==> src/rtl/mips_pkg.sv <==
// Shared definitions for the 5-stage MIPS pipeline: opcodes, ALUOp codes and
// the control bundle carried through the pipeline registers.
package mips_pkg;

  localparam logic [5:0] OP_RTYPE = 6'h00;
  localparam logic [5:0] OP_J     = 6'h02;
  localparam logic [5:0] OP_BEQ   = 6'h04;
  localparam logic [5:0] OP_ADDI  = 6'h08;
  localparam logic [5:0] OP_LW    = 6'h23;
  localparam logic [5:0] OP_SW    = 6'h2b;

  localparam logic [1:0] ALUOP_ADD   = 2'b00;
  localparam logic [1:0] ALUOP_SUB   = 2'b01;
  localparam logic [1:0] ALUOP_FUNCT = 2'b10;
  localparam logic [1:0] ALUOP_IMM   = 2'b11;

  // Field order matches the main decoder output, MSB first.
  typedef struct packed {
    logic       regdst;
    logic       alusrc;
    logic       memtoreg;
    logic       regwrite;
    logic       memread;
    logic       memwrite;
    logic       branch;
    logic       extd;
    logic       jump;
    logic [1:0] aluop;
  } ctrl_t;

  localparam ctrl_t CTRL_NOP = '0;

endpackage

==> src/rtl/load_use_detect.sv <==
// Load-use hazard detection: a load in EX whose destination is a source of
// the instruction currently in ID.
module load_use_detect
  import mips_pkg::*;
#(
  parameter int unsigned REG_ADDR_W = 5
) (
  input  logic                  id_valid,
  input  logic                  id_jump,
  input  logic                  id_regdst,
  input  logic                  id_memwrite,
  input  logic                  id_branch,
  input  logic [REG_ADDR_W-1:0] id_rs,
  input  logic [REG_ADDR_W-1:0] id_rt,
  input  logic                  ex_valid,
  input  logic                  ex_memread,
  input  logic [REG_ADDR_W-1:0] ex_rt,
  output logic                  hz
);

  logic uses_rs;
  logic uses_rt;

  always_comb begin
    uses_rs = id_valid & ~id_jump;
    uses_rt = id_valid & (id_regdst | id_memwrite | id_branch);
    // $0 is hardwired, so a load targeting it never creates a dependency.
    hz = ex_valid & ex_memread & (ex_rt != '0) &
         ((uses_rs & (ex_rt == id_rs)) | (uses_rt & (ex_rt == id_rt)));
  end

endmodule

==> src/rtl/id_ex_stage.sv <==
// ID/EX pipeline register with load-use bubble insertion, flush, downstream
// hold and a saturating count of inserted load-use bubbles.
module id_ex_stage
  import mips_pkg::*;
#(
  parameter int unsigned DATA_W     = 32,
  parameter int unsigned REG_ADDR_W = 5,
  parameter int unsigned CNT_W      = 16
) (
  input  logic                  clk,
  input  logic                  rst,
  input  logic                  id_valid,
  input  logic                  id_regdst,
  input  logic                  id_alusrc,
  input  logic                  id_memtoreg,
  input  logic                  id_regwrite,
  input  logic                  id_memread,
  input  logic                  id_memwrite,
  input  logic                  id_branch,
  input  logic                  id_extd,
  input  logic                  id_jump,
  input  logic [1:0]            id_aluop,
  input  logic [REG_ADDR_W-1:0] id_rs,
  input  logic [REG_ADDR_W-1:0] id_rt,
  input  logic [REG_ADDR_W-1:0] id_rd,
  input  logic [DATA_W-1:0]     id_rdata1,
  input  logic [DATA_W-1:0]     id_rdata2,
  input  logic [DATA_W-1:0]     id_imm,
  input  logic [DATA_W-1:0]     id_pc4,
  input  logic                  flush,
  input  logic                  ex_hold,
  output logic                  ex_regdst,
  output logic                  ex_alusrc,
  output logic                  ex_memtoreg,
  output logic                  ex_regwrite,
  output logic                  ex_memread,
  output logic                  ex_memwrite,
  output logic                  ex_branch,
  output logic                  ex_extd,
  output logic                  ex_jump,
  output logic [1:0]            ex_aluop,
  output logic [REG_ADDR_W-1:0] ex_rs,
  output logic [REG_ADDR_W-1:0] ex_rt,
  output logic [REG_ADDR_W-1:0] ex_rd,
  output logic [DATA_W-1:0]     ex_rdata1,
  output logic [DATA_W-1:0]     ex_rdata2,
  output logic [DATA_W-1:0]     ex_imm,
  output logic [DATA_W-1:0]     ex_pc4,
  output logic                  ex_valid,
  output logic                  pc_write,
  output logic                  ifid_write,
  output logic [CNT_W-1:0]      stall_count
);

  ctrl_t                 id_ctrl;
  ctrl_t                 ctrl_q;
  logic                  valid_q;
  logic [REG_ADDR_W-1:0] rs_q, rt_q, rd_q;
  logic [DATA_W-1:0]     rdata1_q, rdata2_q, imm_q, pc4_q;
  logic [CNT_W-1:0]      cnt_q;
  logic                  hz;

  always_comb begin
    id_ctrl = '{regdst:   id_regdst,
                alusrc:   id_alusrc,
                memtoreg: id_memtoreg,
                regwrite: id_regwrite,
                memread:  id_memread,
                memwrite: id_memwrite,
                branch:   id_branch,
                extd:     id_extd,
                jump:     id_jump,
                aluop:    id_aluop};
  end

  load_use_detect #(
    .REG_ADDR_W (REG_ADDR_W)
  ) u_load_use_detect (
    .id_valid    (id_valid),
    .id_jump     (id_jump),
    .id_regdst   (id_regdst),
    .id_memwrite (id_memwrite),
    .id_branch   (id_branch),
    .id_rs       (id_rs),
    .id_rt       (id_rt),
    .ex_valid    (valid_q),
    .ex_memread  (ctrl_q.memread),
    .ex_rt       (rt_q),
    .hz          (hz)
  );

  always_ff @(posedge clk) begin
    if (rst || flush || (!ex_hold && hz)) begin
      ctrl_q   <= CTRL_NOP;
      valid_q  <= 1'b0;
      rs_q     <= '0;
      rt_q     <= '0;
      rd_q     <= '0;
      rdata1_q <= '0;
      rdata2_q <= '0;
      imm_q    <= '0;
      pc4_q    <= '0;
      if (rst) begin
        cnt_q <= '0;
      end else if (!flush && (cnt_q != '1)) begin
        // Only genuine load-use bubbles count; a flush bubble takes precedence.
        cnt_q <= cnt_q + 1'b1;
      end
    end else if (!ex_hold) begin
      ctrl_q   <= id_valid ? id_ctrl : CTRL_NOP;
      valid_q  <= id_valid;
      rs_q     <= id_rs;
      rt_q     <= id_rt;
      rd_q     <= id_rd;
      rdata1_q <= id_rdata1;
      rdata2_q <= id_rdata2;
      imm_q    <= id_imm;
      pc4_q    <= id_pc4;
    end
  end

  // A flush must let the fetch redirect through even if ID would otherwise stall.
  assign pc_write   = rst | flush | ~(ex_hold | hz);
  assign ifid_write = pc_write;

  assign ex_regdst   = ctrl_q.regdst;
  assign ex_alusrc   = ctrl_q.alusrc;
  assign ex_memtoreg = ctrl_q.memtoreg;
  assign ex_regwrite = ctrl_q.regwrite;
  assign ex_memread  = ctrl_q.memread;
  assign ex_memwrite = ctrl_q.memwrite;
  assign ex_branch   = ctrl_q.branch;
  assign ex_extd     = ctrl_q.extd;
  assign ex_jump     = ctrl_q.jump;
  assign ex_aluop    = ctrl_q.aluop;
  assign ex_rs       = rs_q;
  assign ex_rt       = rt_q;
  assign ex_rd       = rd_q;
  assign ex_rdata1   = rdata1_q;
  assign ex_rdata2   = rdata2_q;
  assign ex_imm      = imm_q;
  assign ex_pc4      = pc4_q;
  assign ex_valid    = valid_q;
  assign stall_count = cnt_q;

endmodule

==> config.mk <==
export PLATFORM = sky130hd
export DESIGN_NAME = id_ex_stage
export DESIGN_NICKNAME = d
export VERILOG_FILES = /design/src/rtl/mips_pkg.sv /design/src/rtl/load_use_detect.sv /design/src/rtl/id_ex_stage.sv
export SDC_FILE = /design/constraint.sdc
export NUM_CORES = 1
export LEC_CHECK = 0
export CAP_MARGIN = 20
export CORE_MARGIN = 4
export CORE_UTILIZATION = 40
export DETAILED_ROUTE_END_ITERATION = 16
export MAX_ROUTING_LAYER = met4
export PLACE_DENSITY = 0.88
export SLEW_MARGIN = 30
export SYNTH_ARGS = -nofsm -noshare
export SYNTH_HDL_FRONTEND = slang
export SYNTH_HIERARCHICAL = 1
export SYNTH_SLANG_ARGS = --single-unit
==> constraint.sdc <==
create_clock -name clk -period 5.55 [get_ports clk]
set_clock_uncertainty 0.1 [all_clocks]
set_input_delay 1.11 -clock clk [delete_from_list [all_inputs] [get_ports clk]]
set_output_delay 1.11 -clock clk [all_outputs]
set_load 0.1 [all_outputs]
==> summary.md <==
| Metric | Value |
|---|---|
| Mapped cell area | `0.00645 mm2` |
| Setup TNS | `0 ns` |
| DR DRC count | `0` |
| ANT cells | `0` |
| Number of flops mapped to enable cells by yosys | `16` |
| Num CTS Buffers | `17` |
| Final hold viol count | `0` |
| Drt wl/cell | `16.6 um` |
| Yosys warning count | `6` |
| Layout Area Growth over Synthesis | `63.3%` |
| Ports | `332` |
| Detailed Route WL | `19200 um` |
| Min-delay worst type | `reg -> reg` |
| Worst rel slew slack | `30.0%` |
| Worst VDD drop | `0.191 mV` |
| P_leak | `4.23 nW` |
| Top FF cell, synth | `dfxtp_1` |
| IO Port Bufs | `331` |
| Transition time of the tightest slew-check pin | `1.05 ns` |
| Total number of vias | `5595` |
| Outcome | `finished, final reports clean` |
| Final clock period utilization by the worst path | `78.4%` |
| Die area | `0.0182 mm2` |
| CP endpoint kind | `output port` |
| RSZ-0062 raised after global routing | `false` |
| #FFs+latches synth | `171` |
| Vias in the first global route | `5662` |
| Distinct cells, synth | `29` |
| Gp weighted congestion | `0.835` |
| Nets | `1085` |
| Dominant cells by area after synthesis | `dfxtp_1 48%, mux2i_1 22%, nor2_1 9.5%` |
| Worst hold margin | `0.392 ns` |
| Iteration-0 DRC Markers | `316` |
| Nature of the critical path startpoint | `input port` |
| Syn Area/Cell | `10.6 um2` |
| Total global routing overflow | `0` |
| Layout cell share with drive strength beyond 1 | `5.23%` |
| Initial Util | `40.8%` |
| Clock buffer depth | `2` |
| DRT Pass-1 Iters | `5` |
| Area leader, netlist | `dfxtp_1` |
| Hold buffers post-CTS | `0` |
| Post-synth ARST share | `0%` |
| Post-route ant nets | `0` |
| TritonCTS clock tree | `done` |
| Largest net degree at the start of global routing | `111` |
| Max-slew violation count | `0` |
| Final setup viols | `0` |
| Clk slew on worst S/H paths | `0.06 ns` |
| Core area | `0.0158 mm2` |
| Worst EP arrival | `3.14 ns` |
| Pre-CTS setup slack | `1.22 ns` |
| Most common cell in the netlist | `nor2_1` |
| Synth cell count leaders | `163 x nor2_1, 155 x dfxtp_1, 143 x mux2i_1, 27 x buf_2, 16 x edfxtp_1` |
| Chip height | `135 um` |
| Maximum fanout along the worst path | `2` |
| Chip width | `135 um` |
| Seq/Total Area, Yosys | `55.5%` |
| Kind of critical path | `in -> out` |
| Critical Path RT | `4.34 ns` |
| Worst setup margin | `1.20 ns` |
| Clock Latency Late Sink | `0.41 ns` |
| Via density per instance | `4.85` |
| First-pass GRT wire length | `29400 um` |
| H-tree depth | `4` |
| Fin crit period | `4.35 ns` |
| Fmax | `0.230 GHz` |
| Max-Cap Viols | `0` |
| Post-Synthesis Cells | `609` |
| GRT Total Usage | `21.0%` |
| Clk root buf | `clkbuf_16` |
| # clock sinks | `171` |
| Filler Cell Count | `1208` |
| Power density over the cells | `308 mW/mm2` |
| Net Count, Synth | `769` |
| Synth top area share | `48.1%` |
| Row cnt | `46` |
| Setup Fix Bufs, Post-CTS | `0` |
| CTS resizes | `0` |
| Hpwl dp | `14100 um` |
| Initial antenna violation count | `0` |
-- power breakdown --
part	internal, W	total [W]	switching, W
Combinational	0.000233	0.000677	0.000444
Sequential	0.00129	0.00132	0.0000319
Clock	0.000767	0.00125	0.000479
Total	0.00229	0.00325	0.000955
-- state kept, by name, indices dropped and copies added (netlist names), 2 cells and up --
register,flops
ex_imm,32
ex_pc4,32
ex_rdata1,32
ex_rdata2,32
stall_count,16
ex_rd,5
ex_rs,5
ex_rt,5
ex_aluop,2
-- worst max-delay path, cell delays in order --
cell and delay [ns]:
clkdlybuf4s50_1 0.46, xor2_1 0.17, nor4_1 0.50, o311ai_0 0.24, a21oi_1 0.23, o21ai_1 0.13
buf_4 0.29
-- cells by family (layout without fill, tap and decap cells) --
family	after synthesis	in the layout	share of synthesized area (%)
muxes	146	146	22.7
buffers and inverters	44	372	3.14
DFF	171	171	55.5
adders and majority gates	1	1	0.194
and+or+nand+nor	200	200	13.2
xor gates and xnor gates	13	13	1.76
AOI/OAI and AO/OA	34	34	3.43
-- layout make-up --
| type | count | area, um2 | area share, % |
|---|---|---|---|
| timing repair buffer | 336 | 3350 | 31.8 |
| tap | 216 | 270 | 2.56 |
| clock buffer | 24 | 534 | 5.07 |
| inverter | 5 | 18.8 | 0.178 |
| sequential | 171 | 3580 | 34.0 |
| clock inverter | 7 | 100 | 0.950 |
| multi-input combinational | 394 | 2690 | 25.5 |
-- layout by cell type (no fill, tap or decap), drive strengths merged --
| cell type | instances |
|---|---|
| nor2b | 5 |
| clkbuf | 25 |
| nor2 | 163 |
| xnor2 | 7 |
| or3 | 4 |
| nand3 | 5 |
| ha | 1 |
| dfxtp | 155 |
| inv | 6 |
| bufinv | 2 |
| mux2i | 143 |
| xor2 | 6 |
| nand4 | 9 |
| o31ai | 5 |
| buf | 10 |
| o41ai | 1 |
| edfxtp | 16 |
| clkdlybuf4s50 | 325 |
| a21oi | 10 |
| nand2 | 3 |
| nor4 | 5 |
| o311ai | 1 |
| mux2 | 3 |
| o2111ai | 1 |
| o21ai | 5 |
| a22oi | 11 |
| clkinv | 4 |
| or4 | 6 |
-- routing by layer --
| metal | wire (um) | global-route usage [%] | vias up | part of all wire [%] |
|---|---|---|---|---|
| met3 | 1530 | 6.48 | 31 | 8.0 |
| li1 | - | - | 2723 | - |
| met5 | 0 | - | - | 0 |
| met2 | 9510 | 34.7 | 262 | 50 |
| met1 | 7670 | 24.1 | 2579 | 40 |
| met4 | 456 | 8.06 | 0 | 2.4 |
-- worst paths after layout --
path / cells past startpoint / end / startpoint / slack (ns)
setup / recovery: 7 / ifid_write / id_rt[3] / 1.20
hold / removal: 2 / ex_imm[22]$_SDFFE_PP0N_ / ex_imm[22]$_SDFFE_PP0N_ / 0.39
setup reg to reg: 8 / ex_rdata2[12]$_SDFFE_PP0N_ / ex_rt[3]$_SDFFE_PP0N_ / 2.87
hold reg to reg: 2 / ex_imm[22]$_SDFFE_PP0N_ / ex_imm[22]$_SDFFE_PP0N_ / 0.39
-- metrics by stage --
stage | util [%] | instances | total power (W) | area, um2
6_report | 66.6 | 1153 | 0.00325 | 10500
5_1_grt | 66.6 | 1153 | 0.00336 | 10500
4_1_cts | 66.6 | 1153 | 0.00328 | 10500
3_5_place_dp | 62.6 | 1122 | 0.00203 | 9910
3_3_place_gp | 62.7 | 1122 | 0.00202 | 9920
2_1_floorplan | - | 609 | 0.00180 | 6450
Power figures use the tool's default switching activity.
==> edit 1: new RTL, same settings <==
Change the parameter `CNT_W` from 16 to 32.
--- a/src/rtl/id_ex_stage.sv
+++ b/src/rtl/id_ex_stage.sv
@@ -5,7 +5,7 @@
 #(
   parameter int unsigned DATA_W     = 32,
   parameter int unsigned REG_ADDR_W = 5,
-  parameter int unsigned CNT_W      = 16
+  parameter int unsigned CNT_W      = 32
 ) (
   input  logic                  clk,
   input  logic                  rst,
Interface: changed (resized stall_count); port bits go from 332 to 348. No check against the original RTL was run, so the function may have changed too.
==> edit 1 against the original RTL <==
  * Cell count is 11% higher
  * Count of clock-buffer cells in the layout decreased by 4
  * Via count is 15% higher
  * Cell area increased by 10%
  * Power is 7.0% higher
  * Worst hold slack got worse by 0.0035 ns
  * Sequential cell count grew 16
  * Critical path depth is the same
  * Register-to-register slack worse by 0.24 ns
  * Area after synthesis is 15% higher
  * Routed wire length grew 20%
  * First-iteration DRC count increased by 1.3%
  * Worst setup slack improved by 0.23 ns
  * Critical path type unchanged
==> edit 1: results (changes against the original RTL) <==
Critical-path top delay cell: clkdlybuf4s50_1
mux contribution to synthesized area: 0.1931 (-0.03388)
largest net degree at the start of global routing: 94 (-15%)
Mapped Cells: 709 (+16%)
Internal Power: 2.343 mW (+2.3%)
Root Buffer: clkbuf_16
Clock Latency Late Sink: 0.42 ns
Hold Path End: ex_rdata2[31]$_SDFFE_PP0N_
XOR/XNOR Fraction of Synth Area: 0.02718 (+0.009540)
initial antenna violation count: 1 (+1)
register area share after synthesis: 0.5484 (-0.006883)
synth top area cells: dfxtp_1 42%, mux2i_1 19%, edfxtp_1 13%
met2 usage: 0.3606 (+0.01319)
setup slack, reg-to-reg: 2.63 ns (-0.24 ns)
met3 Track Usage GR: 0.06746 (+0.002632)
leak pwr: 4.551 nW (+7.7%)
GPL Wtd Cong: 0.8916 (+6.8%)
Post-synth EDFFs: 32 (+16)
WP data arrival: 2.91 ns (-0.23 ns)
compound-gate portion of the synthesized area: 0.04525 (+0.01093)
Adder-Cell Fraction of Synth Area: 0.001688 (-0.0002504)
FF-to-FF End: stall_count[4]$_SDFFCE_PP0P_
Syn. warnings: 6 (unchanged)
vias in the first global route: 6,429 (+14%)
worst-case reg-to-reg path depth: 6 (-2)
worst slack, placed: 1.480 ns (+0.2618 ns)
Tightest Pin Transition: 1.026 ns (-0.02048 ns)
Starting DRT DRC Count: 320 (+1.3%)
crit-path max FO: 2 (unchanged)
global-route usage over all layers: 0.2166 (+0.006374)
first-pass GRT wire length: 34,130 µm (+16%)
outcome: finished, final reports clean
met3 wire len: 1985 µm (+30%)
layout cells sized above 1: 0.05338 (+0.001090)
hold_sp: ex_rdata2[31]$_SDFFE_PP0N_
crit path launch: id_rs[4]
hold path depth: 2 (unchanged)
biggest cell delay along the critical path: 0.43 ns (-0.07 ns)
vias per cell: 5.022 (+3.5%)
number of port buffers: 347 (+4.8%)
Area after DPL: 11,040 µm² (+11%)
worst r2r src: stall_count[0]$_SDFFCE_PP0P_
CTS buffer count: 17 (unchanged)
Worst setup endpoint: pc_write
HPWL after DPL: 16,830 µm (+19%)
met1 Use GR: 0.2505 (+0.009950)
Max VDD drop: 0.1949 mV (+2.1%)
Final #Nets: 1,196 (+10%)
top post-synthesis cells by count: 174 x nor2_1, 155 x dfxtp_1, 143 x mux2i_1, 32 x edfxtp_1, 27 x clkbuf_1
syn nets: 869 (+13%)
Wirelength per Cell: 17.94 µm (+7.9%)
post-route insts no fill: 1,279 (+11%)
Post-Route M1 WL: 8945 µm (+17%)
met2 routed WL: 11,470 µm (+21%)
cts repair resizes: 0 (unchanged)
Worst-path clk slew: 0.07 ns
Tmin final: 4.122 ns (-0.2276 ns)
Distinct cells, synth: 37 (+28%)
Hold Slack: 0.3881 ns (-0.003496 ns)
==> edit 1: changes by cell type after synthesis, moves of 8 or more <==
cell      before  now
nand2_1        3   13
nor2_1       163  174
clkbuf_1       5   27
edfxtp_1      16   32
a21oi_1       10   19
buf_1          6   14
buf_2         27    1
==> edit 1: power groups by stage <==
stage | clock [mW] | sequential [mW] | combinational (mW)
after floorplan | 0 | 1.86 | 0.154
after global placement | 0 | 1.50 | 0.756
after detailed placement | 0 | 1.50 | 0.761
after CTS | 1.26 | 1.47 | 0.764
after global routing | 1.31 | 1.48 | 0.792
final | 1.24 | 1.47 | 0.760
==> edit 1: layout make-up <==
cell class,count,area [µm²]
fill,1396,6444
sequential,187,4064
inverter,9,33.78
clock buffer,20,489.2
tap,229,286.5
multi-input combinational,467,3134
antenna,1,2.502
timing repair buffer,354,3516
clock inverter,12,116.4
==> edit 2: new RTL, same settings <==
Without the edit above. Register the output `stall_count` once more, without a reset; this adds one clock of latency there. The other outputs are not delayed to match.
--- a/src/rtl/id_ex_stage.sv
+++ b/src/rtl/id_ex_stage.sv
@@ -141,7 +141,9 @@
   assign ex_imm      = imm_q;
   assign ex_pc4      = pc4_q;
   assign ex_valid    = valid_q;
-  assign stall_count = cnt_q;
+  always_ff @(posedge clk) begin
+    stall_count <= cnt_q;
+  end
 
 endmodule
 
Behaviour: not the same (Yosys sat finds a counterexample within 4 cycles, from zero or initial values and one cycle with rst high).
==> edit 2 against the original RTL <==
  * Sequential share of layout area increased by 2.1 points
  * Cell area rose by 2.6%
  * Critical path depth did not move
  * Routed wire length is 4.0% higher
  * Worst setup slack gained 0.29 ns
  * Area after synthesis is 5.0% higher
  * Power is 1.7% higher
  * Synthesized cell count is 2.6% higher
  * Sequential cell count is 16 higher
  * Largest cell class unchanged
==> edit 2: results (changes against the original RTL) <==
layout cells sized above 1: 0.05037 (-0.001927)
syn nets: 785 (+2.1%)
HPWL after DPL: 14,760 µm (+4.3%)
Wirelength per Cell: 16.99 µm (+2.2%)
Internal Power: 2.294 mW (+0.16%)
FF-to-FF End: ex_pc4[25]$_SDFFE_PP0N_
Area after DPL: 10,220 µm² (+3.1%)
GPL Wtd Cong: 0.8519 (+2.0%)
Final #Nets: 1,101 (+1.5%)
vias in the first global route: 5,881 (+3.9%)
Critical-path top delay cell: clkdlybuf4s50_1
hold path depth: 0 (-2)
outcome: finished, final reports clean
Hold Path End: stall_count[15]$_DFF_P_
top post-synthesis cells by count: 171 x dfxtp_1, 163 x nor2_1, 143 x mux2i_1, 31 x buf_2, 16 x edfxtp_1
hold_sp: cnt_q[15]$_SDFFCE_PP0P_
leak pwr: 4.320 nW (+2.2%)
register area share after synthesis: 0.5759 (+0.02060)
setup slack, reg-to-reg: 2.96 ns (+0.09 ns)
vias per cell: 4.880 (+0.56%)
crit path launch: id_rs[1]
WP data arrival: 2.85 ns (-0.29 ns)
global-route usage over all layers: 0.2091 (-0.001138)
largest net degree at the start of global routing: 99 (-11%)
Tightest Pin Transition: 1.030 ns (-0.01665 ns)
Starting DRT DRC Count: 387 (+22%)
==> edit 2: changes by cell type after synthesis <==
cell	unedited run	this run
buf_2	27	31
dfxtp_1	155	171
clkbuf_1	5	6
buf_1	6	1
==> edit 2: logic make-up after synthesis <==
group	after synthesis	synth area share
flops	187	0.5759
fa+ha+maj	1	0.001845
compound gates	34	0.03267
xor+xnor	13	0.01680
simple gates	200	0.1261
mux	146	0.2161
buf+inv	44	0.03064
==> edit 2: metal layers <==
metal	GRT usage	part of all wire	vias to the layer above
met2	0.3605	0.52	249
met1	0.2393	0.41	2675
met4	0.07280	0.021	0
met3	0.04869	0.057	24
li1	-	-	2776
met5	-	0	-
==> edit 2: per-stage QoR <==
step,hold slack [ns],worst slack (ns),cells
after floorplan,0.2854,0.8040,625
after global placement,0.3177,1.504,1141
after detailed placement,0.3351,1.492,1141
after CTS,0.3494,1.478,1172
after global routing,0.3588,1.381,1173
final,0.3447,1.488,1173
==> edit 2: layout make-up <==
type / count / share of cell area
Sequential cell: 187 / 0.3611
Timing Repair Buffer: 336 / 0.3110
Multi-Input combinational cell: 394 / 0.2485
Clock buffer: 21 / 0.04259
Tap cell: 220 / 0.02546
Clock inverter: 10 / 0.009721
Inverter: 5 / 0.001736
==> edit 2: power by group through the flow <==
stage / clock (mW) / sequential [mW] / combinational [mW]
after global placement: 0 / 1.47 / 0.674
after CTS: 1.20 / 1.45 / 0.683
after detailed placement: 0 / 1.48 / 0.680
after global routing: 1.25 / 1.45 / 0.709
after floorplan: 0 / 1.78 / 0.143
final: 1.17 / 1.45 / 0.681
